--- config.mk ---
export PLATFORM = sky130hd
export DESIGN_NAME = imem_loader_flat
export DESIGN_NICKNAME = d
export VERILOG_FILES = /design/src/rtl/mips_pkg.sv /design/src/rtl/imem_loader_if.sv /design/src/rtl/byte_word_packer.sv /design/src/rtl/imem_loader.sv /design/src/flat_wrapper.sv
export SDC_FILE = /design/constraint.sdc
export NUM_CORES = 1
export LEC_CHECK = 0
export CAP_MARGIN = 40
export CORE_MARGIN = 8
export CORE_UTILIZATION = 40
export CTS_BUF_LIST = sky130_fd_sc_hd__clkbuf_4
export CTS_CLUSTER_SIZE = 10
export DETAILED_ROUTE_END_ITERATION = 16
export HOLD_SLACK_MARGIN = 0.08
export REMOVE_ABC_BUFFERS = 1
export SLEW_MARGIN = 20
export SYNTH_ARGS = -nofsm -noshare
export SYNTH_HDL_FRONTEND = slang
export SYNTH_SLANG_ARGS = --single-unit
--- constraint.sdc ---
create_clock -name clk -period 2.9 [get_ports clk]
set_input_delay 0.58 -clock clk [delete_from_list [all_inputs] [get_ports clk]]
set_output_delay 0.58 -clock clk [all_outputs]
set_load 0.02 [all_outputs]
--- src/rtl/mips_pkg.sv ---
// Shared loader definitions: state encoding and instruction-memory geometry.
// Imported by the loader top, its byte packer and the loader interface.
package mips_pkg;

   typedef enum logic [2:0] {
      ST_IDLE  = 3'd0,
      ST_LEN   = 3'd1,
      ST_DATA  = 3'd2,
      ST_DONE  = 3'd3,
      ST_ERROR = 3'd4
   } loader_state_t;

   localparam int IMEM_ADDR_WIDTH = 10;
   localparam int WORD_BYTES      = 4;

endpackage

--- src/rtl/imem_loader_if.sv ---
// Byte-stream input handshake plus instruction-memory write port of the loader.
// master = loader side, slave = host link / memory side.
interface imem_loader_if
   import mips_pkg::*;
#(
   parameter int ADDR_WIDTH = IMEM_ADDR_WIDTH,
   parameter int DATA_WIDTH = 32
);

   logic [7:0]            in_byte;
   logic                  in_valid;
   logic                  in_ready;
   logic [ADDR_WIDTH-1:0] imem_address;
   logic [DATA_WIDTH-1:0] imem_datain;
   logic                  imem_write;

   modport master (
      input  in_byte, in_valid,
      output in_ready, imem_address, imem_datain, imem_write
   );

   modport slave (
      output in_byte, in_valid,
      input  in_ready, imem_address, imem_datain, imem_write
   );

endinterface

--- src/rtl/byte_word_packer.sv ---
// Packs MSB-first bytes into a word; word_vld fires combinationally with the last byte.
// No backpressure of its own: every byte_vld is consumed.
module byte_word_packer
   import mips_pkg::*;
(
   input  logic                      clk,
   input  logic                      reset,
   input  logic                      clear,
   input  logic                      byte_vld,
   input  logic [7:0]                byte_dat,
   output logic [8*WORD_BYTES-1:0]   word_dat,
   output logic                      word_vld
);

   localparam int CW = $clog2(WORD_BYTES);
   localparam logic [CW-1:0] LAST = CW'(WORD_BYTES - 1);

   logic [8*WORD_BYTES-9:0] shift;
   logic [CW-1:0]           count;

   assign word_vld = byte_vld && (count == LAST);
   assign word_dat = {shift, byte_dat};

   always_ff @(posedge clk) begin
      if (reset || clear) begin
         shift <= '0;
         count <= '0;
      end else if (byte_vld) begin
         shift <= {shift[8*WORD_BYTES-17:0], byte_dat};
         count <= count + CW'(1);
      end
   end

endmodule

--- src/rtl/imem_loader.sv ---
// Loads a length-prefixed big-endian program image into instruction memory, holding the core meanwhile.
// Write strobe one cycle after the 4th byte of each word; in_ready is a registered state decode.
module imem_loader
   import mips_pkg::*;
#(
   parameter int ADDR_WIDTH     = IMEM_ADDR_WIDTH,
   parameter int DATA_WIDTH     = 32,
   parameter int TIMEOUT_CYCLES = 65535
) (
   input  logic                clk,
   input  logic                reset,
   input  logic                start,
   imem_loader_if.master       bus,
   output logic                cpu_hold,
   output logic                done,
   output logic                error,
   output logic [ADDR_WIDTH:0] words_loaded
);

   localparam int TW = $clog2(TIMEOUT_CYCLES + 1);
   localparam logic [TW-1:0] TO_LAST   = TW'(TIMEOUT_CYCLES - 1);
   localparam logic [TW-1:0] TO_MAX    = TW'(TIMEOUT_CYCLES);
   localparam logic [31:0]   MAX_WORDS = 32'(2 ** ADDR_WIDTH);

   loader_state_t         state;
   logic [ADDR_WIDTH:0]   len;
   logic [ADDR_WIDTH:0]   wl_next;
   logic [TW-1:0]         to_cnt;
   logic                  xfer;
   logic                  restart;
   logic                  timed_out;
   logic                  word_vld;
   logic [DATA_WIDTH-1:0] word_dat;

   assign xfer      = bus.in_valid && bus.in_ready;
   assign restart   = start && (state == ST_IDLE || state == ST_DONE || state == ST_ERROR);
   assign wl_next   = words_loaded + (ADDR_WIDTH + 1)'(1);
   assign timed_out = !xfer && (to_cnt == TO_LAST);

   byte_word_packer u_packer (
      .clk      (clk),
      .reset    (reset),
      .clear    (restart),
      .byte_vld (xfer),
      .byte_dat (bus.in_byte),
      .word_dat (word_dat),
      .word_vld (word_vld)
   );

   always_ff @(posedge clk) begin
      if (reset) begin
         state            <= ST_IDLE;
         bus.in_ready     <= 1'b0;
         bus.imem_write   <= 1'b0;
         bus.imem_address <= '0;
         bus.imem_datain  <= '0;
         cpu_hold         <= 1'b1;
         done             <= 1'b0;
         error            <= 1'b0;
         words_loaded     <= '0;
         len              <= '0;
         to_cnt           <= '0;
      end else begin
         bus.imem_write <= 1'b0;

         // Idle-gap counter only runs while bytes are expected.
         if (state == ST_LEN || state == ST_DATA) begin
            if (xfer)
               to_cnt <= '0;
            else if (to_cnt != TO_MAX)
               to_cnt <= to_cnt + TW'(1);
         end

         case (state)
            ST_IDLE, ST_DONE, ST_ERROR: begin
               if (start) begin
                  state        <= ST_LEN;
                  bus.in_ready <= 1'b1;
                  done         <= 1'b0;
                  error        <= 1'b0;
                  cpu_hold     <= 1'b1;
                  words_loaded <= '0;
                  to_cnt       <= '0;
               end
            end

            ST_LEN: begin
               if (word_vld) begin
                  if (word_dat == '0) begin
                     state        <= ST_DONE;
                     bus.in_ready <= 1'b0;
                     done         <= 1'b1;
                     cpu_hold     <= 1'b0;
                  end else if (word_dat > MAX_WORDS) begin
                     state        <= ST_ERROR;
                     bus.in_ready <= 1'b0;
                     error        <= 1'b1;
                  end else begin
                     state <= ST_DATA;
                     len   <= word_dat[ADDR_WIDTH:0];
                  end
               end else if (timed_out) begin
                  state        <= ST_ERROR;
                  bus.in_ready <= 1'b0;
                  error        <= 1'b1;
               end
            end

            ST_DATA: begin
               // words_loaded reaches len in the strobe cycle of the last word.
               if (words_loaded == len) begin
                  state    <= ST_DONE;
                  done     <= 1'b1;
                  cpu_hold <= 1'b0;
               end else if (word_vld) begin
                  bus.imem_write   <= 1'b1;
                  bus.imem_address <= words_loaded[ADDR_WIDTH-1:0];
                  bus.imem_datain  <= word_dat;
                  words_loaded     <= wl_next;
                  if (wl_next == len)
                     bus.in_ready <= 1'b0;
               end else if (timed_out) begin
                  state        <= ST_ERROR;
                  bus.in_ready <= 1'b0;
                  error        <= 1'b1;
               end
            end

            default: begin
               state        <= ST_IDLE;
               bus.in_ready <= 1'b0;
            end
         endcase
      end
   end

endmodule
--- src/flat_wrapper.sv ---
// flat-port wrapper written by rule: the top's interface ports become plain ports
module imem_loader_flat import mips_pkg::*;
#(
   parameter int ADDR_WIDTH     = IMEM_ADDR_WIDTH,
   parameter int DATA_WIDTH     = 32,
   parameter int TIMEOUT_CYCLES = 65535
)
  (clk, reset, start, cpu_hold, done, error, words_loaded, bus_in_byte, bus_in_valid, bus_in_ready, bus_imem_address, bus_imem_datain, bus_imem_write);
  imem_loader_if #(.ADDR_WIDTH(ADDR_WIDTH), .DATA_WIDTH(DATA_WIDTH)) bus_i ();
  input  logic clk;
  input  logic reset;
  input  logic start;
  output logic cpu_hold;
  output logic done;
  output logic error;
  output logic [ADDR_WIDTH:0] words_loaded;
  input wire logic [$bits(bus_i.in_byte)-1:0] bus_in_byte;
  input wire logic [$bits(bus_i.in_valid)-1:0] bus_in_valid;
  output wire logic [$bits(bus_i.in_ready)-1:0] bus_in_ready;
  output wire logic [$bits(bus_i.imem_address)-1:0] bus_imem_address;
  output wire logic [$bits(bus_i.imem_datain)-1:0] bus_imem_datain;
  output wire logic [$bits(bus_i.imem_write)-1:0] bus_imem_write;
  assign bus_i.in_byte = bus_in_byte;
  assign bus_i.in_valid = bus_in_valid;
  assign bus_in_ready = bus_i.in_ready;
  assign bus_imem_address = bus_i.imem_address;
  assign bus_imem_datain = bus_i.imem_datain;
  assign bus_imem_write = bus_i.imem_write;
  imem_loader #(.ADDR_WIDTH(ADDR_WIDTH), .DATA_WIDTH(DATA_WIDTH), .TIMEOUT_CYCLES(TIMEOUT_CYCLES)) u_core (.clk(clk), .reset(reset), .start(start), .bus(bus_i), .cpu_hold(cpu_hold), .done(done), .error(error), .words_loaded(words_loaded));
endmodule
==> flow_summary.yaml <==
timing:
  slew_violations: 0
  max_slew.worst_pin.slew_ns: 0.5307
  period_needed_ns: 2.424
  slew_headroom_pct: 64.38
  setup_violations: 0
  fmax_ghz: 0.4125
  finalHoldViolCount: 0
  post-route-period-util_pct: 83.59
  grt_setup_unrepaired: "no"
  hold_ws_ns: 0.4541
  fin_skew_ns: 0.01365
  final.setup.tns_ns: 0
global_route:
  overflow: 0
  grt_pass1_vias: 4375
  antenna_found_initial: 0
  track_usage_pct: 16.57
  grt_start_max_net_pins: 43
  grt_pass1_wl_um: 21780
setup_path:
  critPathCaptureType: "output port"
  crit_family: "buffers and inverters"
  cpMaxStageDelayCell: "clkdlybuf4s50_1"
  crit_type: "register to output port"
  slowest_delay_ns: 0.70
  cp_num_buf_inv: 1
  critPathMaxFanout: 12
  worstPathArrival_ns: 1.84
  path_cells: "clkdlybuf4s50_1"
  start_kind: "register"
  required_ns: 2.32
floorplan:
  initial_core_util_pct: 41.03
  dieArea_um2: 16190
  chipHeight_um: 127.2
  dieWidth_um: 127.2
  core_area_um2: 12060
  io_pins: 70
  rows: 40
clock_network:
  clk_latency_ns: 0.52
  cts_setup_buffers: 0
  hold_buffers: 0
  cts.clk_slew.worst_paths_ns: 0.10
  cts_tree: "done"
  clk_path_buf_depth: 2
  cts-root-buf: "clkbuf_4"
  cts_resized: 0
  h-tree-depth: 4
  cts.sinks: 114
  cts_made_buffers: 17
synthesis:
  synth_area_leader_cell: "dfxtp_1"
  async_flop_share_pct: 0
  yosysWarnings: 0
  syn_inst: 625
  synth_top_cell_area_share_pct: 46.12
  synth-edff-count: 0
  synth.avg_cell_area_um2: 7.918
  synthTopCellsByCount: "158 x nand2_1, 114 x dfxtp_1, 88 x a21oi_1"
  ys_seq_area_share_pct: 46.12
  syn_area_um2: 4948
  synth_flop_cell: "dfxtp_1"
  ys_top_cells_by_area: "dfxtp_1 46%, nand2_1 12%, a21oi_1 8.9%"
  ys_types: 47
  yosysMostFrequentCell: "nand2_1"
  synth_seq_cells: 114
detailed_routing:
  drt_iter0_markers: 220
  vias: 4469
  drtAntennaViolNets: 0
  met3WireLength_um: 787
  wl_per_cell_um: 14.58
  wl_met1_um: 5742
  drt_wl_total_um: 12750
  drc: 0
  dr.pass1.iters: 4
  topRoutingLayerUsed: "met4"
  dr_wl_met2_um: 5987
  vias_per_cell: 5.113
final_layout:
  nets: 712
  drive_above_1_share_pct: 6.941
  final_util_pct: 50.60
  antennaDiodeCount: 0
  synthToLayoutAreaGrowth_pct: 23.34
run:
  cap_violations: 0
place:
  port_buffers: 69
  dp.final_hpwl_um: 9148
  globalplace.congestion: 0.8561
outcome:
  status: "finished, final reports clean"
power:
  p_leak_nw: 2.115
  peakVddDrop_mv: 0.2659
  p_per_area_nw_per_um2: 475.8
  total_power_mw: 2.904
worst_hold_path:
  hold_class: "register to register"
cell usage in the layout (no fill, tap or decap), drive strengths merged, types with 14 or more instances in the layout:
| cell | n |
|---|---|
| xnor2 | 27 |
| dfxtp | 114 |
| nor2 | 57 |
| clkbuf | 19 |
| a21oi | 88 |
| nand2 | 158 |
| buf | 21 |
| nand3 | 14 |
| clkdlybuf4s50 | 68 |
routing by layer:
layer	vias up	global-route usage, %
li1	2253	-
met1	2091	19.87
met2	108	26.69
met3	17	5.449
met4	0	6.998
met5	-	0
per-stage QoR:
step,worst slack [ns],std cells,cell area (µm²)
2_1_floorplan,-0.01287,588,4776
3_3_place_gp,0.04814,844,5827
3_5_place_dp,0.01125,844,5827
4_1_cts,0.4101,873,6088
5_1_grt,0.1955,874,6103
6_report,0.4759,874,6103
power breakdown:
part           switching (mW)  leakage [nW]  internal [mW]
Clock                   0.557         0.145          0.586
Sequential             0.0154         0.919           1.58
Combinational           0.106          1.05         0.0629
Total                   0.679          2.12           2.22
cell families (layout without fill, tap and decap cells):
family,count (synthesis),count (layout),synth area share [%]
multiplexers,12,12,2.453
flip-flops,114,114,46.12
AO/OA/AOI/OAI,121,121,13.50
buffers and inverters,43,124,3.944
adder cells (fa/ha/maj),4,4,1.011
AND/OR/NAND/NOR,293,293,26.25
XOR/XNOR,38,38,6.726
area by class of cell:
class / count / area [µm²]
Fill cell: 1249 / 5958
Inverter: 6 / 22.52
Tap cell: 168 / 210.2
Clock inverter: 10 / 118.9
Multi-Input combinational cell: 468 / 2471
Sequential cell: 114 / 2282
Timing Repair Buffer: 89 / 855.8
Clock buffer: 19 / 142.6
registers in the layout, indices dropped and copies added, names as in the netlist, 2 cells and up:
register	count
u_core.bus.imem_address	10
u_core.bus.imem_datain	32
u_core.len	11
u_core.state	3
u_core.to_cnt	16
u_core.u_packer.count	2
u_core.u_packer.shift	24
u_core.words_loaded	11
path summary, 6_finish.rpt:
| check | from | endpoint | slack (ns) | cells past startpoint |
|---|---|---|---|---|
| worst max-delay path | u_core.words_loaded[3]$_SDFFE_PP0P_ | words_loaded[3] | 0.48 | 1 |
| worst min-delay path | u_core.done$_SDFFE_PP0P_ | u_core.done$_SDFFE_PP0P_ | 0.45 | 2 |
| worst max register to register | u_core.words_loaded[3]$_SDFFE_PP0P_ | u_core.bus.in_ready$_SDFFE_PP0P_ | 0.49 | 7 |
| worst min register to register | u_core.done$_SDFFE_PP0P_ | u_core.done$_SDFFE_PP0P_ | 0.45 | 2 |
Power figures use the tool's default switching activity.
